## config.mk

```make
export PLATFORM = sky130hd
export DESIGN_NAME = mem_port_arbiter_flat
export DESIGN_NICKNAME = d
export VERILOG_FILES = /design/src/rtl/mem_port_arbiter_if.sv /design/src/rtl/mem_port_arbiter.sv /design/src/flat_wrapper.sv
export SDC_FILE = /design/constraint.sdc
export NUM_CORES = 1
export LEC_CHECK = 0
export BUFFER_PORTS_ARGS = -buffer_cell sky130_fd_sc_hd__buf_2
export CAP_MARGIN = 10
export CORE_MARGIN = 8
export CORE_UTILIZATION = 45
export CTS_CLUSTER_DIAMETER = 120
export CTS_CLUSTER_SIZE = 30
export DETAILED_ROUTE_END_ITERATION = 10
export PLACE_DENSITY = 0.77
export REMOVE_ABC_BUFFERS = 1
export SYNTH_ARGS = -nofsm -noshare
export SYNTH_HDL_FRONTEND = slang
export SYNTH_SLANG_ARGS = --single-unit
export TNS_END_PERCENT = 20
```

## constraint.sdc

```tcl
create_clock -name CLK -period 6.94 [get_ports CLK]
set_input_delay 0.694 -clock CLK [delete_from_list [all_inputs] [get_ports CLK]]
set_output_delay 0.694 -clock CLK [all_outputs]
set_load 0.01 [all_outputs]
```

## src/rtl/mem_port_arbiter_if.sv

```systemverilog
// Bundles the IF-stage, MEM-stage and RAM-side signals of mem_port_arbiter.
// slave = arbiter side, master = requesters plus RAM (the environment).
interface mem_port_arbiter_if;
  logic        if_req;
  logic [31:0] if_addr;
  logic [31:0] if_rdata;
  logic        if_ack;
  logic        mem_stage_req;
  logic        mem_stage_we;
  logic [31:0] mem_stage_addr;
  logic [31:0] mem_stage_wdata;
  logic [31:0] mem_stage_rdata;
  logic        mem_stage_ack;
  logic        ram_req;
  logic        ram_we;
  logic [31:0] ram_addr;
  logic [31:0] ram_wdata;
  logic [31:0] ram_rdata;
  logic        ram_ready;
  logic        bus_err;
  logic        pipe_stall;

  modport slave (
    input  if_req, if_addr, mem_stage_req, mem_stage_we, mem_stage_addr,
           mem_stage_wdata, ram_rdata, ram_ready,
    output if_rdata, if_ack, mem_stage_rdata, mem_stage_ack, ram_req, ram_we,
           ram_addr, ram_wdata, bus_err, pipe_stall
  );

  modport master (
    output if_req, if_addr, mem_stage_req, mem_stage_we, mem_stage_addr,
           mem_stage_wdata, ram_rdata, ram_ready,
    input  if_rdata, if_ack, mem_stage_rdata, mem_stage_ack, ram_req, ram_we,
           ram_addr, ram_wdata, bus_err, pipe_stall
  );
endinterface

```

## src/rtl/mem_port_arbiter.sv

```systemverilog
// Arbitrates one single-ported RAM between instruction fetch and MEM-stage load/store.
// Optional macro ARB_STARVE_GUARD_EN forces an IF grant after STARVE_LIMIT back-to-back MEM grants.
module mem_port_arbiter #(
  parameter int          TIMEOUT_CYCLES = 16,
  parameter int          STARVE_LIMIT   = 4,
  parameter logic [31:0] ERR_DATA       = 32'hDEADBEEF
) (
  input logic            CLK,
  input logic            RST_N,
  mem_port_arbiter_if.slave bus
);

  typedef enum logic [1:0] {IDLE, BUSY_IF, BUSY_MEM, ACK} state_t;

  if (TIMEOUT_CYCLES < 2 || TIMEOUT_CYCLES > 255 || STARVE_LIMIT < 1 || STARVE_LIMIT > 15)
  begin : g_param_check
    $error("mem_port_arbiter: TIMEOUT_CYCLES or STARVE_LIMIT out of range");
  end

  state_t      state_q, state_d;
  logic        gnt_mem_q, gnt_mem_d;
  logic        err_q, err_d;
  logic [7:0]  wdog_q, wdog_d;
  logic        ram_we_q, ram_we_d;
  logic [31:0] ram_addr_q, ram_addr_d;
  logic [31:0] ram_wdata_q, ram_wdata_d;
  logic [31:0] if_rdata_q, if_rdata_d;
  logic [31:0] mem_rdata_q, mem_rdata_d;
  logic        if_first;

`ifdef ARB_STARVE_GUARD_EN
  logic [3:0]  starve_q, starve_d;
  assign if_first = bus.if_req && (starve_q == 4'(STARVE_LIMIT));
`else
  assign if_first = 1'b0;
`endif

  always_comb begin
    state_d     = state_q;
    gnt_mem_d   = gnt_mem_q;
    err_d       = err_q;
    wdog_d      = wdog_q;
    ram_we_d    = ram_we_q;
    ram_addr_d  = ram_addr_q;
    ram_wdata_d = ram_wdata_q;
    if_rdata_d  = if_rdata_q;
    mem_rdata_d = mem_rdata_q;
`ifdef ARB_STARVE_GUARD_EN
    starve_d    = starve_q;
`endif
    case (state_q)
      IDLE: begin
        // MEM holds the older instruction, so it wins unless the starvation guard fires
        if (bus.mem_stage_req && !if_first) begin
          state_d     = BUSY_MEM;
          gnt_mem_d   = 1'b1;
          ram_we_d    = bus.mem_stage_we;
          ram_addr_d  = bus.mem_stage_addr;
          ram_wdata_d = bus.mem_stage_wdata;
`ifdef ARB_STARVE_GUARD_EN
          starve_d    = bus.if_req ? starve_q + 4'd1 : 4'd0;
`endif
        end else if (bus.if_req) begin
          state_d    = BUSY_IF;
          gnt_mem_d  = 1'b0;
          ram_we_d   = 1'b0;
          ram_addr_d = bus.if_addr;
`ifdef ARB_STARVE_GUARD_EN
          starve_d   = 4'd0;
`endif
        end
      end
      BUSY_IF, BUSY_MEM: begin
        if (bus.ram_ready) begin
          if (!ram_we_q) begin
            if (gnt_mem_q) mem_rdata_d = bus.ram_rdata;
            else           if_rdata_d  = bus.ram_rdata;
          end
          state_d = ACK;
        end else if (wdog_q + 8'd1 == 8'(TIMEOUT_CYCLES)) begin
          if (!ram_we_q) begin
            if (gnt_mem_q) mem_rdata_d = ERR_DATA;
            else           if_rdata_d  = ERR_DATA;
          end
          err_d   = 1'b1;
          state_d = ACK;
        end else begin
          wdog_d = wdog_q + 8'd1;
        end
      end
      ACK: begin
        state_d  = IDLE;
        wdog_d   = 8'd0;
        err_d    = 1'b0;
        ram_we_d = 1'b0;
      end
      default: state_d = IDLE;
    endcase
  end

  always_ff @(posedge CLK or negedge RST_N) begin
    if (!RST_N) begin
      state_q     <= IDLE;
      gnt_mem_q   <= 1'b0;
      err_q       <= 1'b0;
      wdog_q      <= 8'd0;
      ram_we_q    <= 1'b0;
      ram_addr_q  <= 32'd0;
      ram_wdata_q <= 32'd0;
      if_rdata_q  <= 32'd0;
      mem_rdata_q <= 32'd0;
`ifdef ARB_STARVE_GUARD_EN
      starve_q    <= 4'd0;
`endif
    end else begin
      state_q     <= state_d;
      gnt_mem_q   <= gnt_mem_d;
      err_q       <= err_d;
      wdog_q      <= wdog_d;
      ram_we_q    <= ram_we_d;
      ram_addr_q  <= ram_addr_d;
      ram_wdata_q <= ram_wdata_d;
      if_rdata_q  <= if_rdata_d;
      mem_rdata_q <= mem_rdata_d;
`ifdef ARB_STARVE_GUARD_EN
      starve_q    <= starve_d;
`endif
    end
  end

  // ram_req decodes from state so an asynchronous reset drops it at once
  assign bus.ram_req         = (state_q == BUSY_IF) || (state_q == BUSY_MEM);
  assign bus.ram_we          = ram_we_q;
  assign bus.ram_addr        = ram_addr_q;
  assign bus.ram_wdata       = ram_wdata_q;
  assign bus.if_rdata        = if_rdata_q;
  assign bus.mem_stage_rdata = mem_rdata_q;
  assign bus.if_ack          = (state_q == ACK) && !gnt_mem_q;
  assign bus.mem_stage_ack   = (state_q == ACK) && gnt_mem_q;
  assign bus.bus_err         = (state_q == ACK) && err_q;
  assign bus.pipe_stall      = (bus.if_req & ~bus.if_ack) | (bus.mem_stage_req & ~bus.mem_stage_ack);

endmodule

```

## src/flat_wrapper.sv

```systemverilog
// flat-port wrapper written by rule: the top's interface ports become plain ports
module mem_port_arbiter_flat 
#(
  parameter int          TIMEOUT_CYCLES = 16,
  parameter int          STARVE_LIMIT   = 4,
  parameter logic [31:0] ERR_DATA       = 32'hDEADBEEF
)
  (CLK, RST_N, bus_if_req, bus_if_addr, bus_mem_stage_req, bus_mem_stage_we, bus_mem_stage_addr, bus_mem_stage_wdata, bus_ram_rdata, bus_ram_ready, bus_if_rdata, bus_if_ack, bus_mem_stage_rdata, bus_mem_stage_ack, bus_ram_req, bus_ram_we, bus_ram_addr, bus_ram_wdata, bus_bus_err, bus_pipe_stall);
  mem_port_arbiter_if bus_i ();
  input logic CLK;
  input logic RST_N;
  input wire logic [$bits(bus_i.if_req)-1:0] bus_if_req;
  input wire logic [$bits(bus_i.if_addr)-1:0] bus_if_addr;
  input wire logic [$bits(bus_i.mem_stage_req)-1:0] bus_mem_stage_req;
  input wire logic [$bits(bus_i.mem_stage_we)-1:0] bus_mem_stage_we;
  input wire logic [$bits(bus_i.mem_stage_addr)-1:0] bus_mem_stage_addr;
  input wire logic [$bits(bus_i.mem_stage_wdata)-1:0] bus_mem_stage_wdata;
  input wire logic [$bits(bus_i.ram_rdata)-1:0] bus_ram_rdata;
  input wire logic [$bits(bus_i.ram_ready)-1:0] bus_ram_ready;
  output wire logic [$bits(bus_i.if_rdata)-1:0] bus_if_rdata;
  output wire logic [$bits(bus_i.if_ack)-1:0] bus_if_ack;
  output wire logic [$bits(bus_i.mem_stage_rdata)-1:0] bus_mem_stage_rdata;
  output wire logic [$bits(bus_i.mem_stage_ack)-1:0] bus_mem_stage_ack;
  output wire logic [$bits(bus_i.ram_req)-1:0] bus_ram_req;
  output wire logic [$bits(bus_i.ram_we)-1:0] bus_ram_we;
  output wire logic [$bits(bus_i.ram_addr)-1:0] bus_ram_addr;
  output wire logic [$bits(bus_i.ram_wdata)-1:0] bus_ram_wdata;
  output wire logic [$bits(bus_i.bus_err)-1:0] bus_bus_err;
  output wire logic [$bits(bus_i.pipe_stall)-1:0] bus_pipe_stall;
  assign bus_i.if_req = bus_if_req;
  assign bus_i.if_addr = bus_if_addr;
  assign bus_i.mem_stage_req = bus_mem_stage_req;
  assign bus_i.mem_stage_we = bus_mem_stage_we;
  assign bus_i.mem_stage_addr = bus_mem_stage_addr;
  assign bus_i.mem_stage_wdata = bus_mem_stage_wdata;
  assign bus_i.ram_rdata = bus_ram_rdata;
  assign bus_i.ram_ready = bus_ram_ready;
  assign bus_if_rdata = bus_i.if_rdata;
  assign bus_if_ack = bus_i.if_ack;
  assign bus_mem_stage_rdata = bus_i.mem_stage_rdata;
  assign bus_mem_stage_ack = bus_i.mem_stage_ack;
  assign bus_ram_req = bus_i.ram_req;
  assign bus_ram_we = bus_i.ram_we;
  assign bus_ram_addr = bus_i.ram_addr;
  assign bus_ram_wdata = bus_i.ram_wdata;
  assign bus_bus_err = bus_i.bus_err;
  assign bus_pipe_stall = bus_i.pipe_stall;
  mem_port_arbiter #(.TIMEOUT_CYCLES(TIMEOUT_CYCLES), .STARVE_LIMIT(STARVE_LIMIT), .ERR_DATA(ERR_DATA)) u_core (.CLK(CLK), .RST_N(RST_N), .bus(bus_i));
endmodule
```

; ---- Word level (Yosys, flattened, before mapping)
; Cells that the tools add are included.
[totals]
reg_bits = 141
latchBits = 0
ram_bits = 0
mem_bits_ro = 0
inputBits = 134
out_inout_bits = 134
word_cells = 74
memories = 0
[op_classes]
add_sub_neg = 1
mul = 0
div_mod_pow = 0
order_cmp = 0
n_eq_ne = 9
shift = 0
n_mux = 29
bitwise_logic = 7
n_reduce_logical = 19
[op_table]
columns = cell, count
row1 = 32-bit two-way mux, 14
row2 = 8-bit two-way mux, 2
row3 = 8-bit case mux with 2 select lines, 1
row4 = "8-bit by 1-bit adder with 8-bit output, second input constant", 1
row5 = "8-bit by 5-bit == test with 1-bit output, second input constant", 1
row6 = 2-bit two-way mux, 4
row7 = 2-bit AND reduction, 4
row8 = 4-bit AND reduction, 2
row9 = 2-bit nonzero test, 4
row10 = 2-bit case mux with 3 select lines, 1
row11 = 3-bit AND reduction, 2
row12 = 1-bit two-way mux, 5
row13 = "2-bit == test, second input constant", 2
row14 = "2-bit != test, second input constant", 2
row15 = 1-bit NOT, 4
row16 = 1-bit case mux with 2 select lines, 2
row17 = 1-bit logical AND, 3
row18 = "3-bit by 2-bit != test with 1-bit output, second input constant", 1
row19 = "3-bit != test, second input constant", 1
row20 = 1-bit bitwise AND, 2
row21 = "2-bit by 1-bit == test with 1-bit output, second input constant", 1
row22 = 2-bit zero test, 1
row23 = "2-bit by 1-bit != test with 1-bit output, second input constant", 1
row24 = 2-bit OR reduction, 1
row25 = 3 further kinds, 3

; ---- Logic depth before layout (Yosys ltp)
; Gate-level depths: netlist of the first run.
[logic_depth]
depth_word = 5
depth_mapped = 9
ltp_nobuf = 7

; ---- Worst setup path after synthesis of the first run
; No wires, ideal clock.
[synth_path]
kind = in2out
startpoint = in bus_mem_stage_req
endpoint = out bus_pipe_stall
arrival_time_ns = 1.779
t_required_ns = 6.246
path_slack_ns = 4.467
stages = 3
path_buffers = 2
cell_sequence = clkbuf_1 buf_1 a2bb2oi_1
[synth_via]
elab_chain_len = 2
[synth_lines]
columns = element, line_no
row1 = "start, declared", flat_wrapper.sv:14  ; input wire logic [$bits(bus_i.mem_stage_req)-1:0] bus_mem_stage_req;
row2 = 1-bit bitwise AND, mem_port_arbiter.sv:141  ; assign bus.pipe_stall = (bus.if_req & ~bus.if_ack) | (bus.mem_stage_req & ~bus.mem_stage_ack);
row3 = 1-bit bitwise OR, mem_port_arbiter.sv:141
row4 = "end, declared", flat_wrapper.sv:29  ; output wire logic [$bits(bus_i.pipe_stall)-1:0] bus_pipe_stall;
; No other way between the ends.

; ---- Final worst setup path of the first run
[layout_path]
startpoint = in bus_ram_ready
endpoint = reg u_core.mem_rdata_q[18] (netlist: u_core.bus.mem_stage_rdata[18])
[layout_via]
elab_chain_len = 2
elab_cells_between_ends = 3
classes_between = 1 x mux / 2 x reduce/logical
[layout_lines]
columns = element, line_no
row1 = "start, declared", flat_wrapper.sv:19  ; input wire logic [$bits(bus_i.ram_ready)-1:0] bus_ram_ready;
row2 = 2-bit nonzero test (no source line), --
row3 = 4-bit AND reduction (no source line), --
row4 = "end signal, assigned", mem_port_arbiter.sv:124  ; mem_rdata_q <= mem_rdata_d;
row5 = "end, declared", mem_port_arbiter.sv:28  ; logic [31:0] mem_rdata_q, mem_rdata_d;
; Several ways; a longest one is shown, not always the timed one.
; A chain may end at the register's enable or synchronous reset.

==> summary.md, run 1 <==
| Metric | Value |
|---|---|
| DR iter-0 viols | `278` |
| Worst-Skew Late Latency | `0.42 ns` |
| Core Rows | `42` |
| Cts hold-fix bufs | `0` |
| NumNets Final | `900` |
| Min Hold Slack | `around 0.27 ns` |
| Critical path arrival | `3.95 ns` |
| Hpwl dp | `13300 µm` |
| Syn Std Cell Area | `roughly 0.0061 mm²` |
| Fmax | `277 MHz` |
| Finished Core Util | `0.619` |
| Total wire length | `17800 µm` |
| Fin. Hold Viols | `0` |
| P_sw | `roughly 1.5 mW` |
| Die ar. | `0.0175 mm²` |
| Synth cell count leaders | `141 x dfrtp_1, 42 x nand2_1, 41 x o21ai_0` |
| Critical path type | `primary input to register` |
| Synthesized area per cell | `12.0 µm²` |
| Sequential power share | `0.360` |
| Max-Cap Viols | `0` |
| Crit-path cells | `buf_2 > clkinv_1 > o21ai_4 > and2_1 > o32a_1` |
| Top sig layer | `met5` |
| P_int | `between 2 and 3 mW` |
| Met2 routed WL | `about 9300 µm` |
| Clk slew on worst S/H paths | `0.06 ns` |
| Leak Pwr | `~4.0 nW` |
| DRC Markers | `0` |
| Count leader, synth | `dfrtp_1` |
| Synth area leader | `dfrtp_1` |
| Status | `finished, final reports clean` |
| Area of the core | `0.0132 mm²` |
| Sequential cell area | `0.00353 mm²` |
| Startpoint Class | `primary input` |
| Maximum fanout along the worst path | `32` |
| ANT nets after route | `0` |
| Comb power frac | `0.400` |
| Gpl congestion | `0.776` |
| Post-synth EDFFs | `0` |
| PortBufs | `~270` |
| Largest net degree at the start of global routing | `77` |
| GRT Util Overall | `0.204` |
| Final cycle utilization of the critical path | `0.519` |
| Maximum buffer depth of the clock tree | `2` |
| Via/cell ratio | `5.37` |
| TritonCTS Sinks | `141` |
| CP endpoint kind | `register` |
| Post-CTS Setup Repair Bufs | `0` |
| # fillers | `~1100` |
| Gr ovfl total | `0` |
| Reg2reg start | `u_core.wdog_q[0]$_DFFE_PN0P_` |
| Pins over their slew limit | `0` |
| Worst VDD drop | `0.242 mV` |
| Min cycle time layout | `3.60 ns` |
| Total Power | `4.12 mW` |
| Synthesized flop and latch total | `141` |
| Met3 wire length | `1450 µm` |
| Worst Max-Slew Pin Slew | `1.16 ns` |
| Clock Power Share | `0.240` |
| Most used DFF post-synth | `dfrtp_1` |
| Final Skew | `0.00863 ns` |
| # setup viols final | `0` |
| Synth cell types | `50` |
| Post-synth ARST share | `1.00` |
| First-pass GRT wire length | `approximately 29000 µm` |
| Slew margin rel. | `0.225` |
| YS warnings | `0` |
| Initial Util | `0.460` |
| Layout area overhead | `34.6%` |
| Critical Path Start | `bus_ram_ready` |
| Initial antenna violation count | `5` |
| Root Driver | `clkbuf_16` |
| DRT met1 WL | `6540 µm` |
| Critical Path RT | `approximately 7.3 ns` |
| Sw Share | `0.376` |
| H-tree Lvls | `4` |
| Die width | `roughly 130 µm` |
| IO Pins | `268` |
| Top-area cell type share of the netlist area | `0.579` |
| Vias post-DR | `5124` |
| Number of CTS-inserted buffers | `17` |
| Ratio of cells with drive above 1 in the final layout | `0.459` |
| Biggest cell delay along the critical path | `1.01 ns` |
| Hold crit path type | `primary input to async pin` |
| Seq/Total Area, Yosys | `0.579` |
| Avg WL per Cell | `roughly 19 µm` |
| Setup tns final | `0 ns` |
| Die Y | `around 130 µm` |
| Area of the multi-input gates | `~0.0023 mm²` |
| Number of global-route vias before repair | `5691` |
| CP max-delay cell | `and2_1` |
| Post-cts resize count | `0` |
| Unrepaired setup endpoints after global routing | `false` |
| Pwr/cell area | `503 mW/mm²` |
| DR pass1 iterations | `4` |
| CTS tree | `yes` |
| Synth area leaders | `dfrtp_1 58%, mux2_2 5.9%, mux2i_1 5.8%` |
| Post-synthesis instance total | `508` |
[power groups by stage]
stage	logic (mW)	registers (mW)	clock network [mW]
after CTS	1.68	1.48	1.00
after detailed placement	1.68	1.49	0
after floorplan	0.779	1.64	0
after global routing	1.81	1.54	1.04
final	1.65	1.48	0.991
after global placement	1.61	1.47	0
[layout make-up]
type | instances | area share
clock inverters | 14 | 0.0250
clock buffers | 18 | 0.0536
multi-input cells | 308 | 0.285
repair buffers | 273 | 0.169
inverters | 21 | 0.00961
well taps | 176 | 0.0269
diodes | 3 | 0.000915
flip-flops and latches | 141 | 0.430
[logic make-up (layout without fill, tap and decap cells)]
kind of cell / Yosys count / after routing / share of synthesized area
AO/OA/AOI/OAI: 144 / 144 / 0.185
flip-flops: 141 / 141 / 0.579
AND/OR/NAND/NOR: 93 / 93 / 0.0696
multiplexers: 67 / 67 / 0.117
buffers and inverters: 59 / 326 / 0.0411
adder cells (fa/ha/maj): 4 / 4 / 0.00822
other: 0 / 3 / 0
[critical path: cells and delay by family]
family	cells	cell delay, ns
AOI/OAI and AO/OA	2	0.93
buffers and inverters	2	1.29
and+or+nand+nor	1	1.01
[per-layer routing]
layer  track usage  up-vias
li1              -     2377
met1         0.212     2508
met2         0.354      200
met3        0.0861       35
met4        0.0883        4
met5             0        -
[layout by cell type, fill, tap and decap left out, types with 3 or more instances in the layout]
cell / n
a211oi_1: 3
a21oi_1: 14
a2bb2oi_1: 13
a2bb2oi_2: 12
a31oi_1: 17
a32o_1: 16
and2_1: 4
buf_2: 266
buf_4: 6
bufinv_16: 4
clkbuf_16: 17
clkinvlp_4: 4
dfrtp_1: 141
diode_2: 3
ha_1: 4
inv_1: 20
inv_6: 4
mux2_2: 32
mux2i_1: 35
nand2_1: 42
nand3_1: 8
nor2_1: 18
nor3_1: 5
o21ai_0: 41
o32a_1: 12
or3_1: 4
[through the flow]
stage / setup WS (ns) / std cells / instance area, µm²
finish: 3.34 / 954 / 8200
detailed placement: 3.01 / 919 / 7550
global route: 3.05 / 954 / 8200
floorplan: 2.35 / 470 / 5920
CTS: 3.40 / 951 / 8190
global placement: 3.12 / 919 / 7550
[worst paths after layout]
| check | cells past startpoint | to | slack (ns) |
|---|---|---|---|
| min in group CLK | 2 | u_core.bus.ram_addr[3]$_DFFE_PN0P_ | 0.48 |
| worst max-delay path | 5 | u_core.bus.mem_stage_rdata[18]$_DFFE_PN0P_ | 3.34 |
| worst min register to register | 2 | u_core.bus.ram_addr[3]$_DFFE_PN0P_ | 0.48 |
| worst max register to register | 7 | u_core.bus.mem_stage_rdata[18]$_DFFE_PN0P_ | 3.34 |
| max in group asynchronous | 2 | u_core.bus.if_rdata[19]$_DFFE_PN0P_ | 5.32 |
| worst min-delay path | 1 | u_core.bus.ram_addr[4]$_DFFE_PN0P_ | 0.27 |
[registers in the layout, indices dropped and copies added (netlist names)]
name                        count
u_core.gnt_mem_q                1
u_core.bus.ram_wdata           32
u_core.bus.mem_stage_rdata     32
u_core.bus.if_rdata            32
u_core.bus.ram_addr            32
u_core.wdog_q                   8
u_core.err_q                    1
u_core.state_q                  2
u_core.bus.ram_we               1
Power figures use the tool's default switching activity.
==> inputs of run 2 (changes only) <==
--- a/config.mk
+++ b/config.mk
@@ -5,6 +5,7 @@
 export SDC_FILE = /design/constraint.sdc
 export NUM_CORES = 1
 export LEC_CHECK = 0
+export ABC_AREA = 1
 export BUFFER_PORTS_ARGS = -buffer_cell sky130_fd_sc_hd__buf_2
 export CAP_MARGIN = 10
 export CORE_MARGIN = 8
@@ -12,7 +13,7 @@
 export CTS_CLUSTER_DIAMETER = 120
 export CTS_CLUSTER_SIZE = 30
 export DETAILED_ROUTE_END_ITERATION = 10
-export PLACE_DENSITY = 0.77
+export PLACE_DENSITY = 0.76
 export REMOVE_ABC_BUFFERS = 1
 export SYNTH_ARGS = -nofsm -noshare
 export SYNTH_HDL_FRONTEND = slang
==> constraint.sdc (replaced) <==
create_clock -name CLK -period 3.45 [get_ports CLK]
set_input_delay 0.345 -clock CLK [delete_from_list [all_inputs] [get_ports CLK]]
set_output_delay 0.345 -clock CLK [all_outputs]
set_load 0.01 [all_outputs]
==> run 2 against run 1 <==
- first-iteration DRC count increased by 19%
- global-route usage increased by 1.0 points
- total power increased by 88%
- final cell count rose by 26%
- sequential power grew 97%
- final area is 0.20% lower
- clock skew decreased by 0.0021 ns
- non-clock buffer count increased by 5
- combinational power up 94%
- highest routed layer unchanged
- critical path type is now register to register
==> summary.md, run 2 <==
| Metric | Value |
|---|---|
| Post-synthesis instance total | `759` |
| Synth cell count leaders | `349 x nand2_1, 141 x dfrtp_1, 74 x nand3_1` |
| IO Pins | `268` |
| DR iter-0 viols | `332` |
| P_int | `4.54 mW` |
| Number of global-route vias before repair | `approximately 6000` |
| Total Power | `7.74 mW` |
| Biggest cell delay along the critical path | `around 0.47 ns` |
| Sequential power share | `0.376` |
| Finished Core Util | `0.597` |
| Worst Max-Slew Pin Slew | `1.05 ns` |
| Setup tns final | `0 ns` |
| Syn Std Cell Area | `around 0.0062 mm²` |
| Cts hold-fix bufs | `0` |
| Hold crit path type | `primary input to async pin` |
| Crit-path cells | `ha_1 > nand3_1 > nand2_1 > nand2_1 > nand3_1 > nor2_1 > nand3_1 > nand2_2 > nand2_1 > buf_4 > nand2_1 > nand2_1` |
| DRC Markers | `0` |
| Largest net degree at the start of global routing | `96` |
| Core Rows | `43` |
| Count leader, synth | `nand2_1` |
| Die ar. | `0.0178 mm²` |
| Synth area leaders | `dfrtp_1 57%, nand2_1 21%, nand3_1 6.0%` |
| Slew margin rel. | `0.295` |
| Seq/Total Area, Yosys | `0.567` |
| CP dominant cell by count | `nand2_1` |
| Worst VDD drop | `0.415 mV` |
| WP buf/inv | `1` |
| First-pass GRT wire length | `a little over 30000 µm` |
| Via/cell ratio | `4.90` |
| Initial antenna violation count | `2` |
| Startpoint Class | `register` |
| Initial Util | `0.454` |
| Clock Power Share | `0.210` |
| DR pass1 iterations | `7` |
| Most used DFF post-synth | `dfrtp_1` |
| Ratio of cells with drive above 1 in the final layout | `0.329` |
| Comb power frac | `0.414` |
| Synthesized area per cell | `8.20 µm²` |
| CP max-delay cell | `nand2_2` |
| Cell family with most CP delay | `simple AND/OR/NAND/NOR gates` |
| ANT nets after route | `0` |
| P_sw | `3.20 mW` |
| Post-CTS Setup Repair Bufs | `0` |
| Sw Share | `0.413` |
| Synthesized flop and latch total | `141` |
| Gr ovfl total | `0` |
| Synth cell types | `21` |
| PortBufs | `267` |
| CTS tree | `yes` |
| Die width | `134 µm` |
| Number of CTS-inserted buffers | `17` |
| Max-Cap Viols | `0` |
| Pins over their slew limit | `0` |
| Final Skew | `0.00653 ns` |
| Fmax | `412 MHz` |
| Min cycle time layout | `2.43 ns` |
| Fin. Hold Viols | `0` |
| Status | `finished, final reports clean` |
| Total wire length | `~19000 µm` |
| Pwr/cell area | `946 mW/mm²` |
| TritonCTS Sinks | `141` |
| H-tree Lvls | `4` |
| Most frequent cells in the layout | `348 x nand2_1, 266 x buf_2, 141 x dfrtp_1, 74 x nand3_1, 40 x nor2_1` |
| YS warnings | `0` |
| Gpl congestion | `0.853` |
| Clk slew on worst S/H paths | `0.06 ns` |
| Maximum fanout along the worst path | `32` |
| Critical Path RT | `~3.8 ns` |
| Layout area overhead | `31.5%` |
| Commonest non-fill, non-tap cell in the layout | `nand2_1` |
| Critical path arrival | `2.72 ns` |
| Maximum buffer depth of the clock tree | `2` |
| Die Y | `134 µm` |
| ANT cells | `0` |
| Worst-Skew Late Latency | `between 0.4 and 0.5 ns` |
| Area of the core | `0.0137 mm²` |
| Post-cts resize count | `0` |
| Final cycle utilization of the critical path | `0.703` |
| Critical path type | `register to register` |
| Top-area cell type share of the netlist area | `0.567` |
| Post-synth EDFFs | `0` |
| # setup viols final | `0` |
| CP endpoint kind | `register` |
| Vias post-DR | `5900` |
| NumNets Final | `1150` |
| Synth area leader | `dfrtp_1` |
| Leak Pwr | `between 4 and 5 nW` |
| GRT Util Overall | `0.214` |
| Unrepaired setup endpoints after global routing | `false` |
| Hpwl dp | `14000 µm` |
| Post-synth ARST share | `1.00` |
| Root Driver | `clkbuf_16` |
| Avg WL per Cell | `15.8 µm` |
==> run 2: through the flow <==
stage	instances	setup WS (ns)	hold slack [ns]	area (µm²)
after floorplan	715	0.666	0.0494	5990
after global placement	1173	1.12	0.451	7660
after detailed placement	1173	1.00	0.454	7660
after CTS	1205	1.01	0.0529	8180
after global routing	1205	0.687	0.0904	8180
final	1205	1.02	0.0334	8180
==> run 2: per-layer routing <==
layer	routed length, µm	vias to the layer above	GRT usage
met5	21	-	0
met1	7380	2718	0.240
li1	-	2907	-
met2	9400	246	0.357
met4	314	4	0.0786
met3	1880	25	0.0907
==> run 2: power groups by stage <==
stage / combinational [mW] / sequential (mW) / clock [mW]
detailed placement: 3.27 / 2.92 / 0
floorplan: 1.45 / 3.21 / 0
CTS: 3.27 / 2.91 / 1.66
global route: 3.62 / 3.00 / 1.74
finish: 3.20 / 2.91 / 1.63
global placement: 3.18 / 2.91 / 0
==> run 2: logic make-up after synthesis <==
group                      after synthesis  synth area share
AOI/OAI and AO/OA                       50            0.0473
adders and majority gates                4           0.00804
buffers and inverters                   71            0.0539
DFF                                    141             0.567
and+or+nand+nor                        493             0.324
==> run 2: layout make-up <==
class / instances / area [µm²]
well taps: 180 / 225
inverters: 27 / 101
fillers: 1273 / 5540
clock inverters: 14 / 96.3
flip-flops and latches: 141 / 3530
multi-input cells: 547 / 2370
repair buffers: 278 / 1440
clock buffers: 18 / 429
==> run 2: worst paths after layout <==
| path | startpoint | endpoint | slack (ns) | cells past startpoint |
|---|---|---|---|---|
| max in group asynchronous | RST_N | u_core.bus.mem_stage_rdata[13]$_DFFE_PN0P_ | 2.64 | 2 |
| max | u_core.wdog_q[0]$_DFFE_PN0P_ | u_core.bus.if_rdata[3]$_DFFE_PN0P_ | 1.02 | 12 |
| min | RST_N | u_core.bus.if_rdata[5]$_DFFE_PN0P_ | 0.03 | 1 |
| min reg2reg | u_core.bus.mem_stage_rdata[4]$_DFFE_PN0P_ | u_core.bus.mem_stage_rdata[4]$_DFFE_PN0P_ | 0.47 | 2 |
| max reg2reg | u_core.wdog_q[0]$_DFFE_PN0P_ | u_core.bus.if_rdata[3]$_DFFE_PN0P_ | 1.02 | 12 |
| min in group CLK | bus_mem_stage_wdata[16] | u_core.bus.ram_wdata[16]$_DFFE_PN0P_ | 0.12 | 3 |
==> inputs of run 3 (changes only) <==
--- a/config.mk
+++ b/config.mk
@@ -9,7 +9,7 @@
 export BUFFER_PORTS_ARGS = -buffer_cell sky130_fd_sc_hd__buf_2
 export CAP_MARGIN = 10
 export CORE_MARGIN = 8
-export CORE_UTILIZATION = 45
+export CORE_UTILIZATION = 43
 export CTS_CLUSTER_DIAMETER = 120
 export CTS_CLUSTER_SIZE = 30
 export DETAILED_ROUTE_END_ITERATION = 10
==> constraint.sdc (replaced) <==
create_clock -name CLK -period 2.2 [get_ports CLK]
set_input_delay 0.22 -clock CLK [delete_from_list [all_inputs] [get_ports CLK]]
set_output_delay 0.22 -clock CLK [all_outputs]
set_load 0.01 [all_outputs]
==> run 3 against run 2 <==
- count of clock-buffer cells in the layout unchanged
- utilization up 0.73 points
- routed wire length is 3.7% higher
- non-clock buffer count grew 33
- register-to-register slack lost 0.82 ns
- sequential power up 58%
- maximum frequency grew 21%
- final area up 5.6%
- sequential share of layout area shrank 2.3 points
- sequential cell count did not move
- combinational power grew 60%
- critical path type unchanged
- largest power group unchanged
==> summary.md, run 3 (same netlist as run 2, synthesis figures left out) <==
| Metric | Value |
|---|---|
| Status | `finished, final reports clean` |
| NumNets Final | `1183` |
| GRT Util Overall | `0.215` |
| Gpl congestion | `slightly above 0.8` |
| Pins over their slew limit | `0` |
| Hpwl dp | `13600 µm` |
| Sequential cell area | `0.00353 mm²` |
| Critical path arrival | `2.29 ns` |
| Max-Cap Viols | `0` |
| Hold crit path type | `primary input to register` |
| Root Driver | `clkbuf_16` |
| Fin. Hold Viols | `0` |
| # setup viols final | `0` |
| DRC Markers | `0` |
| TritonCTS Sinks | `141` |
| Largest net degree at the start of global routing | `82` |
| DR iter-0 viols | `between 300 and 400` |
| CTS tree | `yes` |
| # fillers | `1274` |
| Core Rows | `between 40 and 50` |
| Die ar. | `0.0186 mm²` |
| Die width | `136 µm` |
| ANT cells | `0` |
| Setup ws final | `0.200 ns` |
| Initial antenna violation count | `1` |
| Fmax | `500 MHz` |
| DR pass1 iterations | `5` |
| Startpoint Class | `register` |
| Most frequent cells in the layout | `348 x nand2_1, 266 x buf_2, 139 x dfrtp_1, 74 x nand3_1, 40 x nor2_1` |
| Worst-Skew Late Latency | `0.42 ns` |
| Total wire length | `19700 µm` |
| Via/cell ratio | `4.94` |
| Critical Path RT | `2.49 ns` |
| Layout area overhead | `38.9%` |
| Number of global-route vias before repair | `6209` |
| Die Y | `136 µm` |
| Area of the core | `0.0143 mm²` |
| PortBufs | `267` |
| Min cycle time layout | `about 2 ns` |
| Worst Max-Slew Pin Slew | `around 0.76 ns` |
| H-tree Lvls | `4` |
| Vias post-DR | `6130` |
| Maximum buffer depth of the clock tree | `2` |
| Finished Layout Cells | `around 1200` |
| Ratio of cells with drive above 1 in the final layout | `0.324` |
| Final cycle utilization of the critical path | `0.909` |
| IO Pins | `268` |
| Final Skew | `between 0.01 and 0.015 ns` |
| Avg WL per Cell | `15.9 µm` |
| Pwr/cell area | `roughly 1500 mW/mm²` |
| Worst VDD drop | `0.717 mV` |
| Leak Pwr | `4.78 nW` |
| Slew margin rel. | `0.492` |
| Initial Util | `0.435` |
| CP endpoint kind | `register` |
| Area of the multi-input gates | `0.00237 mm²` |
| Placed cell count | `roughly 1200` |
| Unrepaired setup endpoints after global routing | `false` |
| Maximum fanout along the worst path | `32` |
| Number of CTS-inserted buffers | `17` |
| Critical path type | `register to register` |
| First-pass GRT wire length | `between 30000 and 40000 µm` |
| Commonest non-fill, non-tap cell in the layout | `nand2_1` |
| Place WS | `0.228 ns` |
| ANT nets after route | `0` |
| Gr ovfl total | `0` |
| Clk slew on worst S/H paths | `0.06 ns` |
| Post-CTS Setup Repair Bufs | `0` |
==> run 3: layout make-up <==
| class | count | area share |
|---|---|---|
| Clock inverter | 14 | 0.0249 |
| Sequential cell | 141 | 0.409 |
| Clock buffer | 18 | 0.0497 |
| Multi-Input combinational cell | 547 | 0.274 |
| Timing Repair Buffer | 311 | 0.205 |
| Tap cell | 184 | 0.0266 |
| Inverter | 27 | 0.0117 |
==> run 3: metrics by stage <==
| step | hold slack [ns] | utilization | cell area (µm²) | setup TNS, ns | total power [mW] |
|---|---|---|---|---|---|
| final | 0.0140 | 0.604 | 8640 | 0 | 12.9 |
| after global routing | 0.0171 | 0.604 | 8640 | 0 | 13.8 |
| after CTS | 0.00113 | 0.604 | 8640 | 0 | 12.9 |
| after detailed placement | 0.126 | 0.538 | 7710 | 0 | 9.72 |
| after global placement | 0.128 | 0.538 | 7710 | 0 | 9.56 |
| after floorplan | -0.0756 | - | 5990 | -55.33 | 7.32 |
==> run 3: worst paths after layout <==
kind	cells past startpoint	slack, ns	end	startpoint
hold / removal	3	0.01	u_core.bus.ram_wdata[4]$_DFFE_PN0P_	bus_mem_stage_wdata[4]
max in group asynchronous	3	1.19	u_core.bus.ram_wdata[28]$_DFFE_PN0P_	RST_N
hold reg to reg	2	0.46	u_core.bus.if_rdata[30]$_DFFE_PN0P_	u_core.bus.if_rdata[30]$_DFFE_PN0P_
setup reg to reg	12	0.20	u_core.bus.mem_stage_rdata[2]$_DFFE_PN0P_	u_core.wdog_q[0]$_DFFE_PN0P_
setup / recovery	12	0.20	u_core.bus.mem_stage_rdata[2]$_DFFE_PN0P_	u_core.wdog_q[0]$_DFFE_PN0P_
min in group asynchronous	2	0.27	u_core.bus.ram_addr[17]$_DFFE_PN0P_	RST_N
==> run 3: worst max-delay path, stage by stage (launching register included) <==
cell and delay (ns):
dfrtp_2 0.44, ha_1 0.25, nand2_1 0.07, nand2_1 0.07, nor2_1 0.13, nand3_1 0.10
nor2_1 0.12, nand3_1 0.11, nand2_2 0.12, nand2_1 0.06, buf_4 0.25, nand2_1 0.10
nand2_1 0.06
==> run 3: repair_timing <==
| action | 4_1_cts | 5_1_grt |
|---|---|---|
| hold endpoints to repair | 58 | 0 |
| resized for setup | 0 | 2 |
| hold buffers | 29 | 0 |
| endpoints found under the setup margin | 0 | 19 |
==> run 3: per-layer routing <==
| metal | track usage | vias to the layer above | routed length [µm] |
|---|---|---|---|
| met5 | 0 | - | 12 |
| met4 | 0.100 | 2 | 565 |
| met3 | 0.0750 | 39 | 1980 |
| met2 | 0.346 | 287 | 9220 |
| met1 | 0.252 | 2819 | 7910 |
| li1 | - | 2983 | - |
==> run 3: power by group <==
part,switching [mW],internal (mW)
Sequential,0.762,3.84
Clock,1.13,2.02
Combinational,3.19,1.92
Total,5.09,7.77
